`config.mk`:
```
export PLATFORM = sky130hd
export DESIGN_NAME = vec_wb_scheduler_flat
export DESIGN_NICKNAME = d
export VERILOG_FILES = /design/src/rtl/vec_wb_scheduler_if.sv /design/src/rtl/vec_wb_scheduler.sv /design/src/flat_wrapper.sv
export SDC_FILE = /design/constraint.sdc
export NUM_CORES = 1
export LEC_CHECK = 0
export BUFFER_PORTS_ARGS = -buffer_cell sky130_fd_sc_hd__buf_2
export CAP_MARGIN = 20
export CORE_AREA = 2 2 314 316
export DETAILED_ROUTE_END_ITERATION = 10
export DIE_AREA = 0 0 316 318
export PLACE_DENSITY = 0.36
export SLEW_MARGIN = 20
export SYNTH_ARGS = -nofsm -noshare
export SYNTH_HDL_FRONTEND = slang
export SYNTH_SLANG_ARGS = --single-unit
export TNS_END_PERCENT = 50
```
`constraint.sdc`:
```
create_clock -name clk -period 8.9 [get_ports clk]
set_clock_uncertainty 0.05 [all_clocks]
set_input_delay 0.89 -clock clk [delete_from_list [all_inputs] [get_ports clk]]
set_output_delay 0.89 -clock clk [all_outputs]
set_load 0.1 [all_outputs]
```
`src/rtl/vec_wb_scheduler_if.sv`:
```
// ---------------------------------------------------------------------------
// vec_wb_scheduler_if
//
// Purpose: bundles the issue, writeback-request and register-file-write
// signals of the vector writeback scheduler.
//
// Signal groups (names follow the CPU datapath):
//   issue_*        decode -> scheduler issue request, issue_ready back
//   alu_* / mem_*  back-end writeback requests, *_ready grants back
//   RegWriteW, wa3w, wd3   registered register-file write port
//   stall_d        decode stall, sb_err sticky scoreboard error
//
// Modports:
//   master : the surrounding CPU (decode + back ends), drives requests
//   slave  : the scheduler itself
// ---------------------------------------------------------------------------
interface vec_wb_scheduler_if #(
  parameter int N = 16
);
  // Issue side
  logic                  issue_valid;
  logic                  issue_ready;
  logic                  issue_we;
  logic [3:0]            issue_wa;
  logic                  issue_use1;
  logic                  issue_use2;
  logic [3:0]            issue_ra1;
  logic [3:0]            issue_ra2;

  // Writeback requesters
  logic                  alu_valid;
  logic                  alu_ready;
  logic [3:0]            alu_wa;
  logic [15:0][N-1:0]    alu_wd;
  logic                  mem_valid;
  logic                  mem_ready;
  logic [3:0]            mem_wa;
  logic [15:0][N-1:0]    mem_wd;

  // Register-file write port and status
  logic                  RegWriteW;
  logic [3:0]            wa3w;
  logic [15:0][N-1:0]    wd3;
  logic                  stall_d;
  logic                  sb_err;

  modport master (
    output issue_valid, issue_we, issue_wa, issue_use1, issue_use2,
           issue_ra1, issue_ra2,
           alu_valid, alu_wa, alu_wd, mem_valid, mem_wa, mem_wd,
    input  issue_ready, alu_ready, mem_ready,
           RegWriteW, wa3w, wd3, stall_d, sb_err
  );

  modport slave (
    input  issue_valid, issue_we, issue_wa, issue_use1, issue_use2,
           issue_ra1, issue_ra2,
           alu_valid, alu_wa, alu_wd, mem_valid, mem_wa, mem_wd,
    output issue_ready, alu_ready, mem_ready,
           RegWriteW, wa3w, wd3, stall_d, sb_err
  );
endinterface

```
`src/rtl/vec_wb_scheduler.sv`:
```
// ---------------------------------------------------------------------------
// vec_wb_scheduler
//
// Purpose: shares the single vector register-file write port between the ALU
// pipeline and the memory load unit, and keeps a per-register scoreboard of
// in-flight destinations so decode stalls on RAW and WAW hazards.
//
// Ports:
//   clk   : clock, all state changes on the rising edge
//   RST   : asynchronous active-high reset
//   bus   : vec_wb_scheduler_if.slave (issue, writeback requests, RF write)
//
// Behaviour summary:
//   - pending bit sets on an issue fire with issue_we, clears on the edge that
//     ends the RegWriteW cycle for that register.
//   - one writeback grant per cycle; the grant registers RegWriteW/wa3w/wd3
//     for exactly one cycle (wa3w/wd3 hold afterwards).
//   - sb_err is sticky: a granted writeback found its register not pending.
//
// Configuration macro: VEC_WB_RR_EN
//   defined   : round-robin on a tie (the requester not granted last wins;
//               reset leaves "last = MEM" so ALU wins the first tie)
//   undefined : fixed priority, ALU over MEM
// ---------------------------------------------------------------------------
module vec_wb_scheduler #(
  parameter int N = 16
) (
  input  logic                 clk,
  input  logic                 RST,
  vec_wb_scheduler_if.slave    bus
);

  // -------------------------------------------------------------------------
  // State
  // -------------------------------------------------------------------------
  logic [15:0]          pending_q, pending_d;
  logic                 rwe_q, rwe_d;
  logic [3:0]           wa_q, wa_d;
  logic [15:0][N-1:0]   wd_q, wd_d;
  logic                 err_q, err_d;

  // -------------------------------------------------------------------------
  // Hazard detection
  // -------------------------------------------------------------------------
  logic raw_hit;
  logic waw_hit;
  logic stall;
  logic issue_fire;

  assign raw_hit = (bus.issue_use1 & pending_q[bus.issue_ra1]) |
                   (bus.issue_use2 & pending_q[bus.issue_ra2]);
  assign waw_hit = bus.issue_we & pending_q[bus.issue_wa];
  assign stall   = bus.issue_valid & (raw_hit | waw_hit);

  // issue_ready is ~stall even with issue_valid low; fire still needs valid.
  assign issue_fire = bus.issue_valid & ~stall;

  assign bus.stall_d     = stall;
  assign bus.issue_ready = ~stall;

  // -------------------------------------------------------------------------
  // Arbitration
  // -------------------------------------------------------------------------
  logic alu_first;   // ALU wins a tie this cycle
  logic alu_gnt;
  logic mem_gnt;
  logic any_gnt;

`ifdef VEC_WB_RR_EN
  // Pointer remembers who won last; it only moves on an actual grant.
  typedef enum logic {
    LAST_ALU = 1'b0,
    LAST_MEM = 1'b1
  } rr_state_e;

  rr_state_e rr_q, rr_d;

  always_ff @(posedge clk or posedge RST) begin
    if (RST) begin
      rr_q <= LAST_MEM;
    end else begin
      rr_q <= rr_d;
    end
  end

  assign alu_first = (rr_q == LAST_MEM);

  always_comb begin
    rr_d = rr_q;
    if (alu_gnt) begin
      rr_d = LAST_ALU;
    end else if (mem_gnt) begin
      rr_d = LAST_MEM;
    end
  end
`else
  assign alu_first = 1'b1;
`endif

  assign alu_gnt = bus.alu_valid & (~bus.mem_valid | alu_first);
  assign mem_gnt = bus.mem_valid & ~alu_gnt;
  assign any_gnt = alu_gnt | mem_gnt;

  assign bus.alu_ready = alu_gnt;
  assign bus.mem_ready = mem_gnt;

  // -------------------------------------------------------------------------
  // Granted writeback selection
  // -------------------------------------------------------------------------
  logic [3:0]         gnt_wa;
  logic [15:0][N-1:0] gnt_wd;

  assign gnt_wa = alu_gnt ? bus.alu_wa : bus.mem_wa;

  genvar gi;
  generate
    for (gi = 0; gi < 16; gi++) begin : g_lane
      assign gnt_wd[gi] = alu_gnt ? bus.alu_wd[gi] : bus.mem_wd[gi];
    end
  endgenerate

  // -------------------------------------------------------------------------
  // Scoreboard next state
  // -------------------------------------------------------------------------
  // Clear comes from the registered write currently on the RF port; set comes
  // from this cycle's issue. WAW stalling keeps them off the same register.
  logic [15:0] set_vec;
  logic [15:0] clr_vec;

  generate
    for (gi = 0; gi < 16; gi++) begin : g_pend
      assign set_vec[gi] = issue_fire & bus.issue_we & (bus.issue_wa == 4'(gi));
      assign clr_vec[gi] = rwe_q & (wa_q == 4'(gi));
    end
  endgenerate

  always_comb begin
    pending_d = (pending_q & ~clr_vec) | set_vec;
  end

  // -------------------------------------------------------------------------
  // Write-port register and sticky error next state
  // -------------------------------------------------------------------------
  always_comb begin
    rwe_d = 1'b0;
    wa_d  = wa_q;
    wd_d  = wd_q;
    err_d = err_q;
    if (any_gnt) begin
      rwe_d = 1'b1;
      wa_d  = gnt_wa;
      wd_d  = gnt_wd;
      // Pending is sampled at grant time; the write still goes ahead.
      if (!pending_q[gnt_wa]) begin
        err_d = 1'b1;
      end
    end
  end

  // -------------------------------------------------------------------------
  // State registers
  // -------------------------------------------------------------------------
  always_ff @(posedge clk or posedge RST) begin
    if (RST) begin
      pending_q <= '0;
      rwe_q     <= 1'b0;
      wa_q      <= '0;
      wd_q      <= '0;
      err_q     <= 1'b0;
    end else begin
      pending_q <= pending_d;
      rwe_q     <= rwe_d;
      wa_q      <= wa_d;
      wd_q      <= wd_d;
      err_q     <= err_d;
    end
  end

  assign bus.RegWriteW = rwe_q;
  assign bus.wa3w      = wa_q;
  assign bus.wd3       = wd_q;
  assign bus.sb_err    = err_q;

endmodule

```
`src/flat_wrapper.sv`:
```
// flat-port wrapper written by rule: the top's interface ports become plain ports
module vec_wb_scheduler_flat 
#(
  parameter int N = 16
)
  (clk, RST, bus_issue_valid, bus_issue_we, bus_issue_wa, bus_issue_use1, bus_issue_use2, bus_issue_ra1, bus_issue_ra2, bus_alu_valid, bus_alu_wa, bus_alu_wd, bus_mem_valid, bus_mem_wa, bus_mem_wd, bus_issue_ready, bus_alu_ready, bus_mem_ready, bus_RegWriteW, bus_wa3w, bus_wd3, bus_stall_d, bus_sb_err);
  vec_wb_scheduler_if #(.N(N)) bus_i ();
  input  logic clk;
  input  logic RST;
  input wire logic [$bits(bus_i.issue_valid)-1:0] bus_issue_valid;
  input wire logic [$bits(bus_i.issue_we)-1:0] bus_issue_we;
  input wire logic [$bits(bus_i.issue_wa)-1:0] bus_issue_wa;
  input wire logic [$bits(bus_i.issue_use1)-1:0] bus_issue_use1;
  input wire logic [$bits(bus_i.issue_use2)-1:0] bus_issue_use2;
  input wire logic [$bits(bus_i.issue_ra1)-1:0] bus_issue_ra1;
  input wire logic [$bits(bus_i.issue_ra2)-1:0] bus_issue_ra2;
  input wire logic [$bits(bus_i.alu_valid)-1:0] bus_alu_valid;
  input wire logic [$bits(bus_i.alu_wa)-1:0] bus_alu_wa;
  input wire logic [$bits(bus_i.alu_wd)-1:0] bus_alu_wd;
  input wire logic [$bits(bus_i.mem_valid)-1:0] bus_mem_valid;
  input wire logic [$bits(bus_i.mem_wa)-1:0] bus_mem_wa;
  input wire logic [$bits(bus_i.mem_wd)-1:0] bus_mem_wd;
  output wire logic [$bits(bus_i.issue_ready)-1:0] bus_issue_ready;
  output wire logic [$bits(bus_i.alu_ready)-1:0] bus_alu_ready;
  output wire logic [$bits(bus_i.mem_ready)-1:0] bus_mem_ready;
  output wire logic [$bits(bus_i.RegWriteW)-1:0] bus_RegWriteW;
  output wire logic [$bits(bus_i.wa3w)-1:0] bus_wa3w;
  output wire logic [$bits(bus_i.wd3)-1:0] bus_wd3;
  output wire logic [$bits(bus_i.stall_d)-1:0] bus_stall_d;
  output wire logic [$bits(bus_i.sb_err)-1:0] bus_sb_err;
  assign bus_i.issue_valid = bus_issue_valid;
  assign bus_i.issue_we = bus_issue_we;
  assign bus_i.issue_wa = bus_issue_wa;
  assign bus_i.issue_use1 = bus_issue_use1;
  assign bus_i.issue_use2 = bus_issue_use2;
  assign bus_i.issue_ra1 = bus_issue_ra1;
  assign bus_i.issue_ra2 = bus_issue_ra2;
  assign bus_i.alu_valid = bus_alu_valid;
  assign bus_i.alu_wa = bus_alu_wa;
  assign bus_i.alu_wd = bus_alu_wd;
  assign bus_i.mem_valid = bus_mem_valid;
  assign bus_i.mem_wa = bus_mem_wa;
  assign bus_i.mem_wd = bus_mem_wd;
  assign bus_issue_ready = bus_i.issue_ready;
  assign bus_alu_ready = bus_i.alu_ready;
  assign bus_mem_ready = bus_i.mem_ready;
  assign bus_RegWriteW = bus_i.RegWriteW;
  assign bus_wa3w = bus_i.wa3w;
  assign bus_wd3 = bus_i.wd3;
  assign bus_stall_d = bus_i.stall_d;
  assign bus_sb_err = bus_i.sb_err;
  vec_wb_scheduler #(.N(N)) u_core (.clk(clk), .RST(RST), .bus(bus_i));
endmodule
```
; ---- Word-level counts from Yosys, hierarchy flattened
; Index checks and enable logic that the tools add are counted.
[op_classes]
magnitude_cmp = 4
n_eq_ne = 30
muxes = 26
bitwise = 48
reduce_logical = 3
[op_table]
columns = cell, n
row1 = 16-bit two-way mux, 16
row2 = 4-bit equality test (second input constant), 16
row3 = 1-bit AND, 39
row4 = 4-bit by 3-bit equality test with 1-bit output (second input constant), 8
row5 = 4-bit by 5-bit < comparator with 1-bit output (second input constant), 4
row6 = 16-bit AND, 1
row7 = 1-bit binary-select mux with 4-bit select, 4
row8 = 4-bit by 2-bit equality test with 1-bit output (second input constant), 4
row9 = 16-bit inverter, 1
row10 = 16-bit OR, 1
row11 = 4-bit by 1-bit equality test with 1-bit output (second input constant), 2
row12 = 4-bit zero test, 2
row13 = 1-bit two-way mux, 5
row14 = 4-bit two-way mux, 1
row15 = 1-bit inverter, 3
row16 = 1-bit OR, 3
row17 = 2-bit AND reduction, 1
[word_totals]
reg_bits = 278
inputBits = 540
output_inout_bits = 266
elab_cells = 131

; ---- Longest topological paths before layout
[logic_depth]
word_depth = 11
mapped_depth = 8
mapped_depth_nobuf = 5

; ---- Worst setup path before layout
; OpenSTA, ideal clock, no wires.
[synth_timing]
path_kind = input -> output
from = input port bus_issue_ra2[1]
to = output port bus_issue_ready
arrival_time_ps = 4125
required_ps = 7960
setup_slack_ps = 3835
stages = 5
path_buffers = 1
path_cell_list = buf_6 > mux4_1 > o2111ai_1 > nand4_2 > o21ai_0
[synth_via]
elab_chain_cells = 7
[synth_rtl]
columns = element, line_no
row1 = start: declaration, flat_wrapper.sv:16  ; input wire logic [$bits(bus_i.issue_ra2)-1:0] bus_issue_ra2;
row2 = 1-bit binary-select mux with 4-bit select, vec_wb_scheduler.sv:51  ; (bus.issue_use2 & pending_q[bus.issue_ra2]);
row3 = 1-bit two-way mux (not written as such), vec_wb_scheduler.sv:51
row4 = 1-bit AND, vec_wb_scheduler.sv:51
row5 = 1-bit OR, vec_wb_scheduler.sv:50  ; assign raw_hit = (bus.issue_use1 & pending_q[bus.issue_ra1]) |
row6 = 1-bit OR, vec_wb_scheduler.sv:53  ; assign stall = bus.issue_valid & (raw_hit | waw_hit);
row7 = 1-bit AND, vec_wb_scheduler.sv:53
row8 = 1-bit inverter, vec_wb_scheduler.sv:59  ; assign bus.issue_ready = ~stall;
row9 = end: declaration, flat_wrapper.sv:23  ; output wire logic [$bits(bus_i.issue_ready)-1:0] bus_issue_ready;
; No other way between the ends. The select of a mux whose other input is x is not followed.

; ---- Worst setup path in the final report
[layout_timing]
from = input port bus_issue_ra1[1]
to = output port bus_issue_ready
[layout_via]
elab_chain_cells = 7
[layout_rtl]
columns = element, line_no
row1 = start: declaration, flat_wrapper.sv:15  ; input wire logic [$bits(bus_i.issue_ra1)-1:0] bus_issue_ra1;
row2 = 1-bit binary-select mux with 4-bit select, vec_wb_scheduler.sv:50
row3 = 1-bit two-way mux (not written as such), vec_wb_scheduler.sv:50
row4 = 1-bit AND, vec_wb_scheduler.sv:50
row5 = 1-bit OR, vec_wb_scheduler.sv:50
row6 = 1-bit OR, vec_wb_scheduler.sv:53
row7 = 1-bit AND, vec_wb_scheduler.sv:53
row8 = 1-bit inverter, vec_wb_scheduler.sv:59
; No other way between the ends. The select of a mux whose other input is x is not followed.

==> impl_metrics.tcl <==
set metrics [dict create \
    clock-root-buffer "clkbuf_16" \
    dr_total_vias 12600 \
    dieHeight_um 318 \
    yosysTopAreaCell "dfrtp_1" \
    track_usage_pct 10.3 \
    fin_nets 2598 \
    place_hpwl_mm 41.4 \
    grt_start_max_net_pins 223 \
    n_fill_cell 10800 \
    cts_sinks 278 \
    r2r_slack_ns 6.71 \
    yosys.cell_types.count 35 \
    run_status "finished clean" \
    route.detailed.drc 0 \
    worst-setup-path-type "in2out" \
    start_kind "input pin" \
    die-area_um2 100000 \
    area_share_of_the_largest_cell_type_after_synthesis_pct 52.2 \
    seq_area_um2 6960 \
    crit_path_end_kind "output pin" \
    wire_length_of_the_first_global_routing_pass_mm 80.1 \
    number_of_register_bits_inferred_by_synthesis 278 \
    drv_slew 0 \
    clock_path_buffers 3 \
    max-slew-margin-rel_pct 27.0 \
    layout-drive-gt1-share_pct 42.0 \
    cts_clock_pin_slew_for_the_worst_setup_and_hold_paths_ns 0.05 \
    tritoncts "built" \
    cap_violations 0 \
    hold_buffers 0 \
    avgSynthCellArea_um2 10.2 \
    detail_route.wl_per_cell_um 16.2 \
    top_level_ports 806 \
    totalWireLength_mm 54.7 \
    dpl-instance-area_um2 18700 \
    clkLatencyLatePin_ns 0.56 \
    cts-buffers-inserted 37 \
    finalSetupTns_ns 0 \
    flow.area_growth_from_synthesis_pct 49.3 \
    initial_standard_cell_utilization_of_the_core_pct 13.7 \
    crit_path_max_fanout 18 \
    timing.hold.ws_ns 0.321 \
    fin_total_pwr_mw 4.50 \
    synth_top_cells_by_count "o21ai_0 (279), dfrtp_1 (278), mux2i_1 (277)" \
    via_count_of_the_first_global_routing_pass 13200 \
    final_min_period_over_clock_period_pct 45.8 \
    drt-vias-per-instance 3.74 \
    rsz0062_at_grt "false" \
    cp_num_buf_inv 2 \
    mappedNetlistNets 1842 \
    post-cts-setup-buffer-count 0 \
    synth_sequential_area_ratio_pct 52.2 \
    summed_instance_area_of_the_synthesized_netlist_um2 13300 \
    grt.overflow.total 0 \
    number_of_placement_rows 115 \
    place.port_buffers 805 \
    detail_route.iter0.violations 611 \
    post_synth_inst_count 1302 \
    post-synth-top-count-cell "o21ai_0" \
    asyncSetResetFlopFracSynth_pct 100 \
    finalInstanceArea_um2 19900 \
    postCtsResizedCells 0 \
    pwr_density_cell_nw_per_um2 226 \
    worst_path_max_delay_cell "mux4_1" \
    worstSetupStartpoint "bus_issue_ra1[1]" \
    synth.top_cells.by_area "dfrtp_1 (52%), mux2i_1 (21%), o21ai_0 (10%), nand2_1 (7.7%), clkbuf_1 (2.3%)" \
    crit_chain "buf_2, mux4_1, o2111ai_1, nand4_2, o21ai_0, buf_2" \
    design.core.area_um2 97400 \
    worst_hold_path_type "in2async" \
    antenna_found_initial 13 \
    power.static_leakage_nw 10.1 \
    arrival_time_of_the_worst_setup_path_ns 3.14 \
    max-vdd-ir-drop_mv 0.108 \
    ys_dominant_reg_cell "dfrtp_1" \
    synth-warning-count 0 \
    r2r_start "u_core.pending_q[11]" \
    cp_data_required_time_ns 7.96 \
    worst-r2r-cell-count 4 \
    die-width_um 316 \
    finalSetupViolations 0 \
    cp_delay_by_family_top "buffers and inverters" \
    cp_common_cell "buf_2" \
    drt-pass1-iter-count 4 \
    synth_edf_count 0 \
    multiInputGateArea_um2 5900 \
    routabilityCongestion 0.840 \
    max_stage_delay_ns 0.59 \
    hold_viol_final 0 \
    regToRegEndpoint "u_core.pending_q[0]" \
    ctsHtreeMaxLevel 2 \
    timing_worst_slew_pin_value_ns 1.09 \
    fmax_mhz 245 \
    min_period_ns 4.08 \
    count_of_antenna_violating_nets_left_after_detailed_routing 0 \
]
layout by cell type, fill, tap and decap left out, drive strengths merged:
cell type / instances
nand4: 4
or2: 1
inv: 12
dfrtp: 278
nand3b: 2
o21a: 1
or3b: 1
bufinv: 1
and2: 1
mux4: 8
nand2: 274
clkinv: 2
o2111ai: 4
a221o: 1
nand4b: 4
nand2b: 6
mux2i: 278
clkbuf: 61
diode: 7
o21ai: 291
a21oi: 1
o32ai: 4
nor2: 16
nor3: 4
o22a: 1
buf: 814
a22oi: 8
nand3: 3
nor2b: 3
worst max path at each step:
stage / cells after the start / slack (ns) / endpoint
detailed placement: 6 / 4.85 / bus_issue_ready
global route: 6 / 4.71 / bus_issue_ready
finish: 6 / 4.82 / bus_issue_ready
floorplan: 1 / 0.29 / u_core.bus.RegWriteW
CTS: 6 / 4.84 / bus_issue_ready
global placement: 6 / 4.80 / bus_issue_ready
cell families after synthesis:
| kind of cell | count (synthesis) | share of synthesized area (%) |
|---|---|---|
| buf+inv | 108 | 3.51 |
| compound gates | 311 | 12.2 |
| flops | 278 | 52.2 |
| simple gates | 319 | 9.62 |
| mux | 286 | 22.5 |
area by class of cell:
type | count | area share [%]
clock inverter | 4 | 0.245
clock buffer | 61 | 5.82
inverter | 11 | 0.245
sequential | 278 | 35.0
multi-input combinational | 916 | 29.7
timing repair buffer | 814 | 20.9
tap | 1287 | 8.09
antenna | 7 | 0.0880
stage by stage:
stage               std cells  util (%)  worst slack (ns)
floorplan                1302         -             0.295
global placement         3306      19.2              4.80
finish                   3378      20.4              4.82
CTS                      3371      20.4              4.84
detailed placement       3306      19.2              4.85
global route             3378      20.4              4.71
report_power, final:
part / switching, mW / total (mW) / leakage, nW / internal, mW
Sequential: 0.106 / 1.51 / 3.36 / 1.40
Combinational: 1.16 / 1.48 / 6.14 / 0.316
Clock: 0.596 / 1.51 / 0.593 / 0.913
Total: 1.87 / 4.50 / 10.1 / 2.63
state kept, by name, indices dropped and copies added, names as in the netlist:
name and flops:
u_core.bus.RegWriteW 1, u_core.pending_q 16, u_core.bus.wd3 256, u_core.bus.sb_err 1, u_core.bus.wa3w 4
per-layer routing:
layer  vias up  part of all wire (%)  GRT usage, %
met5         -                  0.13             0
met4        12                   2.5          3.36
met3        77                   8.4          3.36
met2       523                    51          18.4
met1      5945                    38          11.5
li1       6065                     -             -
No activity file was read; power rests on OpenSTA's default activity.
